$ cat config.mk
export PLATFORM = sky130hd
export DESIGN_NAME = bpsk_tx_framer
export DESIGN_NICKNAME = d
export VERILOG_FILES = /design/src/rtl/bpsk_tx_framer_pkg.sv /design/src/rtl/bpsk_mapper.sv /design/src/rtl/bpsk_tx_framer.sv
export SDC_FILE = /design/constraint.sdc
export NUM_CORES = 1
export LEC_CHECK = 0
export BUFFER_PORTS_ARGS = -buffer_cell sky130_fd_sc_hd__buf_4
export CAP_MARGIN = 20
export CORE_MARGIN = 5
export CORE_UTILIZATION = 35
export DETAILED_ROUTE_END_ITERATION = 8
export GPL_TIMING_DRIVEN = 0
export PLACE_DENSITY = 0.57
export SKIP_CTS_REPAIR_TIMING = 1
export SYNTH_ARGS = -nofsm -noshare
export SYNTH_HDL_FRONTEND = slang
export SYNTH_HIERARCHICAL = 1
export SYNTH_SLANG_ARGS = --single-unit
$ cat constraint.sdc
create_clock -name clk -period 2.3 [get_ports clk]
set_input_delay 0.115 -clock clk [delete_from_list [all_inputs] [get_ports clk]]
set_output_delay 0.115 -clock clk [all_outputs]
set_load 0.005 [all_outputs]
$ cat src/rtl/bpsk_tx_framer_pkg.sv
// Shared definitions for the BPSK transmit framer.
// Holds the sample word width and the framer state encodings.
// No ports; imported by bpsk_mapper and bpsk_tx_framer.
package bpsk_tx_framer_pkg;

  localparam int REG_WORD_LEN = 16;

  typedef enum logic [1:0] {
    TX_IDLE     = 2'd0,
    TX_PREAMBLE = 2'd1,
    TX_PAYLOAD  = 2'd2,
    TX_DONE     = 2'd3
  } tx_state_t;

endpackage

$ cat src/rtl/bpsk_mapper.sv
// BPSK bit-to-sample map: bit 1 -> +amp, bit 0 -> -amp.
// Latency: purely combinational. Backpressure: none, no state.
// Ports: i_bit (symbol bit), i_amp (positive Q1.15 amplitude), o_sample (signed Q1.15).
module bpsk_mapper
  import bpsk_tx_framer_pkg::*;
(
  input  logic                           i_bit,
  input  logic signed [REG_WORD_LEN-1:0] i_amp,
  output logic signed [REG_WORD_LEN-1:0] o_sample
);

  // i_amp is always positive, so negation cannot overflow.
  assign o_sample = i_bit ? i_amp : -i_amp;

endmodule

$ cat src/rtl/bpsk_tx_framer.sv
// BPSK frame transmitter: alternating preamble then payload bytes MSB first, SPS samples per symbol.
// Latency: first preamble sample valid the cycle after start; payload bytes pass a 1-byte buffer + shift register.
// Backpressure: samples advance only on out_valid && out_ready; out_valid drops on payload underrun.
// Ports: clk/rst (sync, active high), start, in_valid/in_data/in_ready (byte input),
//        out_valid/out_ready/out_sample/out_last (sample output), busy (not idle).
module bpsk_tx_framer
  import bpsk_tx_framer_pkg::*;
#(
  parameter int                           SPS          = 4,
  parameter int                           PREAMBLE_LEN = 16,
  parameter int                           PAYLOAD_LEN  = 64,
  parameter logic signed [REG_WORD_LEN-1:0] AMP        = 16'sd23170
)(
  input  logic                           clk,
  input  logic                           rst,
  input  logic                           start,
  input  logic                           in_valid,
  input  logic [7:0]                     in_data,
  output logic                           in_ready,
  output logic                           out_valid,
  input  logic                           out_ready,
  output logic signed [REG_WORD_LEN-1:0] out_sample,
  output logic                           out_last,
  output logic                           busy
);

  localparam logic [3:0] SPS_M1  = 4'(SPS - 1);
  localparam logic [7:0] PRE_M1  = 8'(PREAMBLE_LEN - 1);
  localparam logic [7:0] PAY_M1  = 8'(PAYLOAD_LEN - 1);
  localparam logic [7:0] PAY_LEN = 8'(PAYLOAD_LEN);

  tx_state_t r_state;
  tx_state_t w_state_nxt;

  logic [3:0] r_samp_cnt;   // sample within symbol
  logic [7:0] r_sym_cnt;    // preamble symbol index, or bit index within byte
  logic [7:0] r_byte_cnt;   // payload bytes transmitted
  logic [7:0] r_bytes_acc;  // payload bytes accepted from the input
  logic [7:0] r_buf;
  logic       r_buf_full;
  logic [7:0] r_sr;
  logic       r_sr_vld;

  logic w_out_vld, w_fire, w_sym_end, w_pre_last, w_bit_end, w_byte_end, w_frame_last;
  logic w_in_acc, w_load, w_bit;
  logic signed [REG_WORD_LEN-1:0] w_map;

  assign w_out_vld    = (r_state == TX_PREAMBLE) || ((r_state == TX_PAYLOAD) && r_sr_vld);
  assign w_fire       = w_out_vld && out_ready;
  assign w_sym_end    = w_fire && (r_samp_cnt == SPS_M1);
  assign w_pre_last   = (r_state == TX_PREAMBLE) && w_sym_end && (r_sym_cnt == PRE_M1);
  assign w_bit_end    = (r_state == TX_PAYLOAD) && w_sym_end;
  assign w_byte_end   = w_bit_end && (r_sym_cnt == 8'd7);
  assign w_frame_last = w_byte_end && (r_byte_cnt == PAY_M1);

  assign in_ready = ((r_state == TX_PREAMBLE) || (r_state == TX_PAYLOAD)) &&
                    !r_buf_full && (r_bytes_acc < PAY_LEN);
  assign w_in_acc = in_valid && in_ready;

  // Refill the shift register straight from the buffer at a byte boundary so a
  // full buffer gives back-to-back bytes; otherwise refill once the buffer fills.
  assign w_load = r_buf_full &&
                  (w_pre_last || (w_byte_end && !w_frame_last) ||
                   ((r_state == TX_PAYLOAD) && !r_sr_vld));

  // Preamble alternates 1,0,1,0... starting from symbol 0.
  assign w_bit = (r_state == TX_PREAMBLE) ? ~r_sym_cnt[0] : r_sr[7];

  bpsk_mapper u_mapper (
    .i_bit    (w_bit),
    .i_amp    (AMP),
    .o_sample (w_map)
  );

  assign out_valid  = w_out_vld;
  assign out_sample = w_out_vld ? w_map : '0;
  assign out_last   = (r_state == TX_PAYLOAD) && r_sr_vld && (r_samp_cnt == SPS_M1) &&
                      (r_sym_cnt == 8'd7) && (r_byte_cnt == PAY_M1);
  assign busy       = (r_state != TX_IDLE);

  always_ff @(posedge clk) begin
    if (rst) r_state <= TX_IDLE;
    else     r_state <= w_state_nxt;
  end

  always_comb begin
    w_state_nxt = r_state;
    case (r_state)
      TX_IDLE:     if (start)        w_state_nxt = TX_PREAMBLE;
      TX_PREAMBLE: if (w_pre_last)   w_state_nxt = TX_PAYLOAD;
      TX_PAYLOAD:  if (w_frame_last) w_state_nxt = TX_DONE;
      TX_DONE:                       w_state_nxt = TX_IDLE;
      default:                       w_state_nxt = TX_IDLE;
    endcase
  end

  always_ff @(posedge clk) begin
    if (rst || (r_state == TX_DONE)) begin
      r_samp_cnt  <= '0;
      r_sym_cnt   <= '0;
      r_byte_cnt  <= '0;
      r_bytes_acc <= '0;
      r_buf       <= '0;
      r_buf_full  <= 1'b0;
      r_sr        <= '0;
      r_sr_vld    <= 1'b0;
    end else begin
      if (w_in_acc) begin
        r_buf       <= in_data;
        r_buf_full  <= 1'b1;
        r_bytes_acc <= r_bytes_acc + 8'd1;
      end

      // w_load needs a full buffer and w_in_acc needs an empty one: never both.
      if (w_load) begin
        r_sr       <= r_buf;
        r_sr_vld   <= 1'b1;
        r_buf_full <= 1'b0;
      end else if (w_byte_end) begin
        r_sr_vld <= 1'b0;
      end else if (w_bit_end) begin
        r_sr <= {r_sr[6:0], 1'b0};
      end

      if (w_fire)
        r_samp_cnt <= (r_samp_cnt == SPS_M1) ? 4'd0 : r_samp_cnt + 4'd1;

      if (w_pre_last || w_byte_end) r_sym_cnt <= '0;
      else if (w_sym_end)           r_sym_cnt <= r_sym_cnt + 8'd1;

      if (w_frame_last)    r_byte_cnt <= '0;
      else if (w_byte_end) r_byte_cnt <= r_byte_cnt + 8'd1;
    end
  end

endmodule

* Yosys cells after proc, flatten, opt, wreduce, memory -nomap -nowiden
Index checks and enable logic that the tools add are counted.
Operators by class: add/sub/neg operators 4, magnitude comparators 1, eq/ne operators 11, muxes and demuxes 13, bitwise operators 1, reduce and logical (&&, ||, !) cells 35
Operators by type and width (count):
- $mux W16 | 2
- $add A8 B1 Y8 const B | 3
- $mux W8 | 3
- $logic_and A1 B1 Y1 | 17
- $eq A8 B3 Y1 const B | 1
- $eq A8 B4 Y1 const B | 1
- $eq A8 B6 Y1 const B | 1
- $lt A8 B7 Y1 const B | 1
- $pmux W2 S4 | 1
- $logic_or A1 B1 Y1 | 6
- $mux W2 | 3
- $ne A2 B2 Y1 const B | 3
- $reduce_bool A2 Y1 | 3
- $reduce_or A2 Y1 | 3
- $add A4 B1 Y4 const B | 1
- $eq A2 B2 Y1 const B | 2
- $eq A4 B2 Y1 const B | 1
- $mux W4 | 1
- $logic_not A1 Y1 | 3
- $mux W1 | 3
- $reduce_and A3 Y1 | 1
- $eq A2 B1 Y1 const B | 1
- $logic_not A2 Y1 | 1
- $ne A2 B1 Y1 const B | 1
- 2 further kinds | 2
Storage, ports and cells: register bits after elaboration 48, output and inout bits 20, word-level logic and storage cells 74

* Longest topological paths before layout
Gate-level depths: netlist of run 1.
depth after elaboration 15, depth in mapped cells 9

* Cells and area by module
The synthesis of run 1 kept the hierarchy.
By module, submodules not included:
- bpsk_tx_framer | times used 1, cells each 282, area an instance 2474.9 um^2, seq. area each 960.9 um^2
- bpsk_mapper | times used 1, cells each 50, area an instance 341.6 um^2, seq. area each 0.0 um^2

* Worst setup path before layout of run 1
Ideal clock, no wire load.
kind flip-flop to flip-flop, from reg r_state[0], to reg r_sr_vld, library setup time 0.132 ns, arrival time 1.796 ns, required time 2.168 ns, setup slack 0.372 ns, cell stages (with the launch flop) 10, buffers on the path 2, path through dfxtp_1 -> inv_1 -> ha_1 -> a21o_1 -> and3_1 -> buf_6 -> a41oi_4 -> a21bo_1 -> buf_6 -> a21oi_1
Between the ends: cells in the longest elaborated chain, start to end 14
RTL lines:
- start: declaration | line bpsk_tx_framer.sv:32 | tx_state_t r_state;
- start signal: assignment | line bpsk_tx_framer.sv:83 | else r_state <= w_state_nxt;
- $eq A2 B2 Y1 | line bpsk_tx_framer.sv:48, bpsk_tx_framer.sv:52, bpsk_tx_framer.sv:64
- $logic_and A1 B1 Y1 | line bpsk_tx_framer.sv:48 | assign w_out_vld = (r_state == TX_PREAMBLE) || ((r_state == TX_PAYLOAD) && r_sr_vld);
- $logic_or A1 B1 Y1 | line bpsk_tx_framer.sv:48
- $logic_and A1 B1 Y1 | line bpsk_tx_framer.sv:49 | assign w_fire = w_out_vld && out_ready;
- $logic_and A1 B1 Y1 | line bpsk_tx_framer.sv:50 | assign w_sym_end = w_fire && (r_samp_cnt == SPS_M1);
- $logic_and A1 B1 Y1 | line bpsk_tx_framer.sv:52 | assign w_bit_end = (r_state == TX_PAYLOAD) && w_sym_end;
- $logic_and A1 B1 Y1 | line bpsk_tx_framer.sv:53 | assign w_byte_end = w_bit_end && (r_sym_cnt == 8'd7);
- $logic_and A1 B1 Y1 | line bpsk_tx_framer.sv:54 | assign w_frame_last = w_byte_end && (r_byte_cnt == PAY_M1);
- $logic_not A1 Y1 | line bpsk_tx_framer.sv:63 | (w_pre_last || (w_byte_end && !w_frame_last) ||
- $logic_and A1 B1 Y1 | line bpsk_tx_framer.sv:63
- $logic_or A1 B1 Y1 (2 in series) | line bpsk_tx_framer.sv:63
- $logic_and A1 B1 Y1 | line bpsk_tx_framer.sv:62 | assign w_load = r_buf_full &&
- $mux W1 or $reduce_bool A2 Y1 (tied branches)
- end signal: assignment | line bpsk_tx_framer.sv:106 | r_sr_vld <= 1'b0;
- end signal: assignment | line bpsk_tx_framer.sv:117 | r_sr_vld <= 1'b1;
- end signal: assignment | line bpsk_tx_framer.sv:120 | r_sr_vld <= 1'b0;
- end: declaration | line bpsk_tx_framer.sv:42 | logic r_sr_vld;
Parallel ways exist; a longest one is shown, timed or not. A chain may end at the register's enable or synchronous reset.

* Final worst setup path of run 1
Same ends and word-level chain as after synthesis.

==> results of run 1 <==
==> power breakdown <==
group | total, mW | internal (mW) | switching (mW)
registers | 0.966 | 0.912 | 0.0539
logic | 1.18 | 0.592 | 0.589
clock network | 0.661 | 0.384 | 0.278
total | 2.81 | 1.89 | 0.920
==> worst register-to-register path, delay by kind of cell, from the launching register on <==
kind	cells	cell delay [ns]
flip-flops	1	0.39
buffers and inverters	3	0.35
adder cells (fa/ha/maj)	1	0.29
AO/OA/AOI/OAI	4	0.82
AND/OR/NAND/NOR	1	0.17
==> layer usage <==
metal | wire length (um) | vias to the layer above | GRT usage
li1 | - | 1248 | -
met3 | 152 | 8 | 0.0288
met1 | 2810 | 1056 | 0.157
met5 | 0 | - | 0
met4 | 54 | 0 | 0.0305
met2 | 2510 | 23 | 0.190
==> state kept, by name, summed over array words and instances, names as in the netlist <==
name,flops
r_bytes_acc,8
r_sym_cnt,8
r_sr,8
r_buf_full,1
r_samp_cnt,4
r_sr_vld,1
r_state,2
r_byte_cnt,8
r_buf,8
==> cell type report <==
| class | instances | area [sq um] |
|---|---|---|
| Tap cell | 102 | 128 |
| Fill cell | 812 | 4250 |
| Multi-Input combinational cell | 304 | 1920 |
| Clock inverter | 1 | 30.0 |
| Sequential cell | 48 | 961 |
| Clock buffer | 7 | 96.3 |
| Buffer | 15 | 95.1 |
| Inverter | 9 | 33.8 |
| Timing Repair Buffer | 33 | 248 |
==> cells in the mapped netlist, types with 2 or more instances <==
| master | number |
|---|---|
| and2_1 | 20 |
| nand2b_1 | 3 |
| and4_1 | 3 |
| inv_1 | 9 |
| buf_2 | 2 |
| and3b_1 | 2 |
| ha_1 | 9 |
| nand2_1 | 41 |
| clkbuf_1 | 7 |
| nor3_2 | 2 |
| mux2i_1 | 10 |
| xnor2_1 | 12 |
| or2b_2 | 7 |
| a21oi_1 | 28 |
| nand4_1 | 6 |
| nor4_1 | 4 |
| dfxtp_1 | 48 |
| a211oi_2 | 7 |
| o21ai_0 | 3 |
| buf_6 | 2 |
| nor2_1 | 36 |
| xor2_1 | 21 |
| conb_1 | 2 |
| nor3_1 | 4 |
| a31oi_1 | 5 |
| nand3_1 | 8 |
| and3_1 | 5 |
| buf_4 | 4 |
==> worst max path at each step <==
stage / endpoint / slack, ns / start / depth (start not counted)
4_1_cts: out_sample[13] / -0.19 / r_state[1] / 8
3_3_place_gp: r_buf[7] / 0.15 / r_state[0] / 8
2_1_floorplan: r_sr_vld / 0.37 / r_state[0] / 9
3_5_place_dp: r_bytes_acc[1] / 0.08 / r_state[0] / 8
6_report: r_sr_vld / 0.14 / r_state[0] / 9
5_1_grt: r_sr[0] / 0.007 / r_state[0] / 8
==> kinds of logic after synthesis <==
group                      Yosys count  share of synthesized area
DFF                                 48                      0.341
AOI/OAI and AO/OA                   51                      0.127
other                                2                    0.00267
and+or+nand+nor                    154                      0.304
muxes                               11                     0.0395
buffers and inverters               24                     0.0435
adders and majority gates            9                     0.0400
xor gates and xnor gates            33                      0.103
==> through the flow <==
stage               cell area (sq um)  TNS, ns  cells
floorplan                        2980        0    376
global placement                 3340        0    509
detailed placement               3340        0    509
CTS                              3470    -1.43    517
global route                     3510        0    519
finish                           3510        0    519
==> summary.txt, run 1 <==
Synth
  • Ys async rst share: 0
  • Cell variety after synth: 50
  • Synthesis Warnings: 6
  • Area leader, netlist: dfxtp_1
  • Seq/Total Area, Yosys: 0.341
  • Syn_area_per_cell: around 8.5 sq um
  • Largest cells by area after synthesis: dfxtp_1, xor2_1, nand2_1
  • Synth top area share: 0.341
  • Cells after Synth: approximately 330
  • Syn Std Cell Area: 2820 sq um
  • #FFs+latches synth: 48
  • Post-synth EDFFs: 0
  • Synth Flop Type: dfxtp_1

Final layout
  • Most frequent cells in the layout: dfxtp_1, conb_1, nand2_1
  • # diodes: 0
  • Fin nets: approximately 440
  • Share of cells above drive strength 1: 0.197
  • Commonest non-fill, non-tap cell in the layout: dfxtp_1
  • Final Util: 0.452
  • Area Growth Syn to Fin: 24.7%

GRT
  • Initial antenna violation count: 0
  • Number of global-route vias before repair: 2227
  • GRT Residual Overflow: 0
  • Largest net degree at the start of global routing: 15
  • Global-route wire length before repair: 9820 um
  • Total GRT Usage: 0.118

Clock network
  • Clk_lat worst skew: 0.30 ns
  • Total CTS buffers: 5
  • H-tree depth: 2
  • CTS tree: yes
  • CTS Sinks: 48
  • Longest Clk Path Bufs: 2
  • Clk slew on worst S/H paths: 0.08 ns
  • Root Buffer: clkbuf_8

Worst setup path
  • Slowest stage delay, CP: 0.39 ns
  • Worst R2R Start: r_state[0]
  • CP arrival: 2.33 ns
  • CP max stage cell: dfxtp_1
  • CP Launch Type: register
  • Setup CP Type: register to register
  • Family with the most delay on the worst path: compound AO/OA/AOI/OAI gates
  • Crit. End Element: register
  • Worst reg2reg path endpoint: r_sr_vld
  • Max FO, Critical Path: 9
  • Critical Path RT: 2.47 ns
  • Worst reg2reg setup slack: 0.14 ns
  • FF-to-FF path depth: 9
  • Critical path cell sequence: inv_1 > ha_1 > a21o_1 > and3_1 > buf_6 > a41oi_4 > a21bo_1 > buf_6 > a21oi_1
  • Most frequent CP cell: buf_6
  • Sum of buffers and inverters on the critical path: 3

Floorplanning
  • Initial core utilization: 0.363
  • Chip Width: 99.7 um
  • Die area: 9940 sq um
  • Std cell rows: 32
  • Chip Height: 99.7 um
  • Core area: slightly below 8000 sq um
  • IO Pins: 33

STA
  • Clock Skews: between 0.004 and 0.005 ns
  • Slew headroom: 0.648
  • Fmax: between 400 and 500 MHz
  • Setup violations, final: 0
  • Post-route setup slack: 0.143 ns
  • Minimum clock period: 2.16 ns
  • RSZ-0062 raised after global routing: no
  • Slew at the pin closest to its max-slew limit: ~0.53 ns
  • Final Slew Violations: 0
  • Crit share post-route: 0.938
  • Final hold violation count: 0
  • Hold WS: 0.0509 ns

Placement
  • DP HPWL: roughly 4200 um
  • Pre-CTS WS: 0.0840 ns
  • Final RePlAce weighted congestion: 0.750
  • Count of input and output buffers: 31

Drt
  • Drt via density: 4.50
  • DRT Wirelength: approximately 5500 um
  • TritonRoute pass-1 iters: 4
  • Via count: approximately 2.3k
  • DRC errors left: 0
  • Post-DR wirelength/cell: 10.6 um
  • ANT nets after route: 0
  • Iter 0 DRT Violations: 69

Worst hold path
  • Hold path depth: 3
  • Hold endpoint: r_buf[2]
  • Type of the most critical hold path: primary input to register
  • Min-delay src: in_data[2]

Power and ir drop
  • Worst-case vdd ir drop: around 480 uV
  • PwrDens: 799 nW/um^2
  • Tot Pwr: approximately 2.8 mW
  • Leakage: approximately 1.4 nW

Run
  • Maxcap violations: 0

Run status
  • Status: complete, no violations
(Power assumes the default switching activity.)
==> inputs of run 2 (changes only) <==
--- a/config.mk
+++ b/config.mk
@@ -7,6 +7,7 @@
 export LEC_CHECK = 0
 export BUFFER_PORTS_ARGS = -buffer_cell sky130_fd_sc_hd__buf_4
 export CAP_MARGIN = 20
+export CORE_ASPECT_RATIO = 1.4
 export CORE_MARGIN = 5
 export CORE_UTILIZATION = 35
 export DETAILED_ROUTE_END_ITERATION = 8
==> run 2 against run 1 <==
  * Register-to-register slack hardly changed
  * Power fell by 0.42%
  * Setup slack lost 0.014 ns
  * Clock power hardly changed
  * Combinational power hardly changed
  * Utilization is 0.27 points lower
  * Fmax decreased by 0.63%
  * First-iteration DRC count increased by 1.4%
  * Wire length about the same
  * Critical path depth unchanged
  * Via count decreased by 1.1%
  * Critical endpoint unchanged
==> summary.txt, run 2 (same netlist as run 1, synthesis figures left out) <==
Run status
  • Status: complete, no violations

Floorplanning
  • Die area: 9970 sq um (+0.26%)
  • Std cell rows: 38 (+19%)
  • Chip Width: 85.8 um (-14%)
  • Core area: 7800 sq um (+0.39%)
  • IO Pins: 33 (unchanged)
  • Chip Height: 116 um (+16%)
  • Initial core utilization: 0.361 (-0.00140)

Clock network
  • Clk_lat worst skew: 0.30 ns (about the same)
  • CTS tree: yes
  • Longest Clk Path Bufs: 2 (unchanged)
  • Total CTS buffers: 5 (unchanged)
  • H-tree depth: 2 (unchanged)
  • CTS Sinks: 48 (unchanged)
  • Clk slew on worst S/H paths: 0.09 ns (about the same)
  • Root Buffer: clkbuf_8

Power and ir drop
  • P_int: 1.89 mW (about the same)
  • Worst-case vdd ir drop: 595 uV (+24%)
  • Combinational power share: 0.418 (-0.003)
  • Leakage: 1.45 nW (-0.22%)
  • PwrDens: 798 nW/um^2 (-0.21%)
  • Clock Power Share: 0.236 (about the same)
  • Switching share of power: 0.325 (-0.00287)
  • P_sw: 0.908 mW (-1.3%)
  • Power share of the sequential group: 0.346 (+0.002)

Worst setup path
  • Max FO, Critical Path: 9 (unchanged)
  • Worst R2R Start: r_state[0]
  • Worst reg2reg path endpoint: r_sr_vld
  • FF-to-FF path depth: 9 (unchanged)
  • CP Launch Type: register
  • Crit. End Element: register
  • Worst reg2reg setup slack: 0.13 ns (about the same)
  • Setup CP Type: register to register
  • CP arrival: 2.34 ns (about the same)
  • Critical Path RT: 2.47 ns (about the same)

STA
  • Minimum clock period: 2.17 ns (+0.0137 ns)
  • Final hold violation count: 0 (unchanged)
  • Setup violations, final: 0 (unchanged)
  • Slew at the pin closest to its max-slew limit: 0.586 ns (+0.0608 ns)
  • Slew headroom: 0.609 (-0.0393)
  • Clock Skews: 0.0126 ns (+0.00792 ns)
  • Post-route setup slack: 0.129 ns (-0.0137 ns)
  • RSZ-0062 raised after global routing: no
  • Final Slew Violations: 0 (unchanged)
  • Fmax: 461 MHz (-0.63%)
  • Crit share post-route: 0.944 (+0.00596)

Drt
  • Via count: 2310 (-1.1%)
  • TritonRoute pass-1 iters: 4 (unchanged)
  • Post-DR wirelength/cell: 10.7 um (+0.35%)
  • DRT Wirelength: 5520 um (about the same)
  • Iter 0 DRT Violations: 70 (+1.4%)
  • Drt via density: 4.47 (-0.69%)
  • ANT nets after route: 0 (unchanged)
  • DRC errors left: 0 (unchanged)

Run
  • Maxcap violations: 0 (unchanged)

GRT
  • Initial antenna violation count: 0 (unchanged)
  • Total GRT Usage: 0.120 (+0.00249)
  • Global-route wire length before repair: 9930 um (+1.1%)
  • Largest net degree at the start of global routing: 15 (unchanged)
  • GRT Residual Overflow: 0 (unchanged)
  • Number of global-route vias before repair: 2215 (-0.54%)

Final layout
  • Commonest non-fill, non-tap cell in the layout: dfxtp_1
  • # diodes: 0 (unchanged)
  • Fin nets: 438 (unchanged)
  • Area Growth Syn to Fin: 24.5%
  • Most frequent cells in the layout: dfxtp_1, conb_1, nand2_1
  • Final Util: 0.450 (-0.00271)
  • Share of cells above drive strength 1: 0.194 (-0.00240)

Placement
  • Count of input and output buffers: 31 (unchanged)
  • DP HPWL: 4280 um (+1.5%)
  • Final RePlAce weighted congestion: 0.752 (+0.23%)
  • Pre-CTS WS: 0.116 ns (+0.0317 ns)

Worst hold path
  • Hold path depth: 3 (unchanged)
  • Type of the most critical hold path: primary input to register
  • Min-delay src: in_data[1]
  • Hold endpoint: r_buf[1]
## run 2: cell type report
cell class,count,area [sq um]
fillers,802,4290
repair buffers,33,248
well taps,100,125
plain buffers,15,95.1
clock buffers,7,96.3
multi-input cells,304,1920
flip-flops and latches,48,961
inverters,9,33.8
clock inverters,1,30.0
## run 2: how the worst max path moves through the flow
stage          startpoint              to  cells past startpoint
2_1_floorplan  r_state[0]        r_sr_vld                      9
3_3_place_gp   r_state[1]  out_sample[13]                      8
3_5_place_dp   r_state[1]  out_sample[13]                      8
4_1_cts        r_state[1]  out_sample[13]                      8
5_1_grt        r_state[0]         r_sr[6]                      9
6_report       r_state[0]        r_sr_vld                      9
## run 2: layer usage
metal / global-route usage / vias to the layer above / wire length (um) / share of wire
met1: 0.146 / 1045 / 2610 / 0.47
met5: 0 / - / 0 / 0
met2: 0.215 / 17 / 2750 / 0.50
li1: - / 1244 / - / -
met3: 0.0247 / 4 / 118 / 0.021
met4: 0.0327 / 0 / 41 / 0.0074
## run 2: through the flow
| step | cell area (sq um) | power [mW] | hold WS (ns) | instances | TNS (ns) |
|---|---|---|---|---|---|
| after floorplan | 2980 | 1.74 | 0.251 | 376 | 0 |
| after global placement | 3340 | 2.10 | 0.365 | 507 | 0 |
| after detailed placement | 3340 | 2.11 | 0.375 | 507 | 0 |
| after CTS | 3470 | 2.78 | 0.0473 | 515 | -1.99 |
| after global routing | 3510 | 3.03 | 0.0549 | 517 | 0 |
| final | 3510 | 2.80 | 0.0586 | 517 | 0 |
## run 2: critical path: stages (launching register included)
cell and delay (ns):
dfxtp_1 0.41, inv_1 0.08, ha_1 0.28, a21o_1 0.23
and3_1 0.17, buf_6 0.13, a41oi_4 0.36, a21bo_1 0.17
buf_6 0.14, a21oi_1 0.06
## run 2: power groups by stage
stage / registers, mW / logic [mW] / clock network [mW]
after floorplan: 0.972 / 0.766 / 0
after global placement: 0.984 / 1.12 / 0
after detailed placement: 0.987 / 1.12 / 0
after CTS: 0.968 / 1.12 / 0.687
after global routing: 0.981 / 1.33 / 0.721
final: 0.968 / 1.17 / 0.660
==> inputs of run 3 (changes only) <==
==> constraint.sdc (replaced) <==
create_clock -name clk -period 2.77 [get_ports clk]
set_input_delay 0.1385 -clock clk [delete_from_list [all_inputs] [get_ports clk]]
set_output_delay 0.1385 -clock clk [all_outputs]
set_load 0.005 [all_outputs]
==> run 3 against run 2 <==
  * Clock power down 17%
  * Power shrank 19%
  * Sequential cell count is the same
==> summary.txt, run 3 (same netlist as run 1, synthesis figures left out) <==
Drt
  • Via count: 2310 (unchanged)
  • Post-DR wirelength/cell: 10.8 um (+0.66%)
  • TritonRoute pass-1 iters: 4 (unchanged)
  • DRT Wirelength: 5540 um (+0.27%)
  • Drt via density: 4.49 (+0.39%)
  • ANT nets after route: 0 (unchanged)
  • DRC errors left: 0 (unchanged)
  • Iter 0 DRT Violations: 73 (+4.3%)

Clock network
  • Total CTS buffers: 5 (unchanged)
  • CTS Sinks: 48 (unchanged)
  • Root Buffer: clkbuf_8
  • Clk slew on worst S/H paths: 0.09 ns (about the same)
  • H-tree depth: 2 (unchanged)
  • Clk_lat worst skew: 0.30 ns (about the same)
  • Longest Clk Path Bufs: 2 (unchanged)
  • CTS tree: yes

Power and ir drop
  • Tot Pwr: 2.27 mW (-19%)
  • Leakage: 1.42 nW (-1.5%)
  • Worst-case vdd ir drop: 490 uV (-18%)
  • PwrDens: 656 nW/um^2 (-18%)

Floorplanning
  • Initial core utilization: 0.361 (unchanged)
  • Core area: 7800 sq um (unchanged)
  • Chip Height: 116 um (unchanged)
  • Std cell rows: 38 (unchanged)
  • Chip Width: 85.8 um (unchanged)
  • IO Pins: 33 (unchanged)
  • Die area: 9970 sq um (unchanged)

Worst setup path
  • Crit. End Element: output port
  • Critical Path RT: 2.63 ns (+0.16 ns)
  • Max FO, Critical Path: 10 (+1)
  • CP Launch Type: register
  • Setup CP Type: register to output port
  • CP arrival: 2.33 ns (about the same)
  • Worst reg2reg setup slack: 0.59 ns (+0.46 ns)

STA
  • Final Slew Violations: 0 (unchanged)
  • Setup violations, final: 0 (unchanged)
  • Fmax: 405 MHz
  • Slew at the pin closest to its max-slew limit: 0.580 ns (-0.00595 ns)
  • Post-Route Setup TNS: 0 ns (unchanged)
  • Crit share post-route: 0.891
  • Final hold violation count: 0 (unchanged)
  • Minimum clock period: 2.47 ns
  • RSZ-0062 raised after global routing: no
  • Slew headroom: 0.611 (+0.00137)
  • Clock Skews: 0.0121 ns (-0.000434 ns)

Final layout
  • Final Cell Area: 3470 sq um (-1.1%)
  • Commonest non-fill, non-tap cell in the layout: dfxtp_1
  • Filler Cells Inserted: 811 (+1.1%)
  • # diodes: 0 (unchanged)
  • Most frequent cells in the layout: dfxtp_1, conb_1, nand2_1
  • Share of cells above drive strength 1: 0.176 (-0.0183)
  • Fin nets: 436 (-0.46%)
  • Area Growth Syn to Fin: 23.1%

GRT
  • Largest net degree at the start of global routing: 15 (unchanged)
  • Initial antenna violation count: 0 (unchanged)
  • Number of global-route vias before repair: 2215 (unchanged)
  • Total GRT Usage: 0.120 (unchanged)
  • GRT Residual Overflow: 0 (unchanged)
  • Global-route wire length before repair: 9930 um (unchanged)

Worst hold path
  • Type of the most critical hold path: primary input to register

Run
  • Maxcap violations: 0 (unchanged)

Placement
  • DP HPWL: 4280 um (unchanged)
  • Placement Cell Area: 3340 sq um (unchanged)
  • Final RePlAce weighted congestion: 0.752 (unchanged)
  • Count of input and output buffers: 31 (unchanged)

Run status
  • Status: complete, no violations
-- run 3: path summary, 6_finish.rpt --
| kind | from | to | cells past startpoint |
|---|---|---|---|
| max | r_state[0] | out_sample[13] | 7 |
| min | in_data[1] | r_buf[1] | 3 |
| max reg2reg | r_state[0] | r_buf[3] | 8 |
| min reg2reg | r_buf[4] | r_buf[4] | 2 |
-- run 3: metal layers --
layer  vias up  wire length [um]  global-route usage
li1       1242                 -                   -
met1      1047              2630               0.146
met2        17              2750               0.215
met3         4               122              0.0247
met4         0                39              0.0327
met5         -                 0                   0
-- run 3: cell type report --
type                            instances  area, sq um  area share
Clock buffer                            7         96.3      0.0278
Multi-Input combinational cell        304         1900       0.548
Inverter                                9         33.8     0.00975
Buffer                                 15         88.8      0.0256
Timing Repair Buffer                   31          233      0.0671
Sequential cell                        48          961       0.277
Clock inverter                          1         30.0     0.00866
Tap cell                              100          125      0.0361
-- run 3: power by group --
part	switching (mW)	internal (mW)	total (mW)
clock	0.230	0.319	0.549
sequential	0.0462	0.757	0.803
combinational	0.470	0.451	0.921
-- run 3: critical path, stage by stage (launching register included) --
cell and delay, ns:
dfxtp_1 0.40, ha_1 0.33, mux2i_1 0.50, buf_2 0.31, a31oi_1 0.07, xor2_1 0.15
and2_1 0.14, buf_4 0.13
-- run 3: stage by stage --
stage               setup WS, ns  cells  hold slack, ns   util
floorplan                  0.842    376           0.274      -
global placement           0.575    507           0.389  0.428
detailed placement         0.562    507           0.399  0.428
CTS                        0.224    515          0.0708  0.444
global route              0.0459    515          0.0784  0.444
finish                     0.303    515          0.0820  0.444
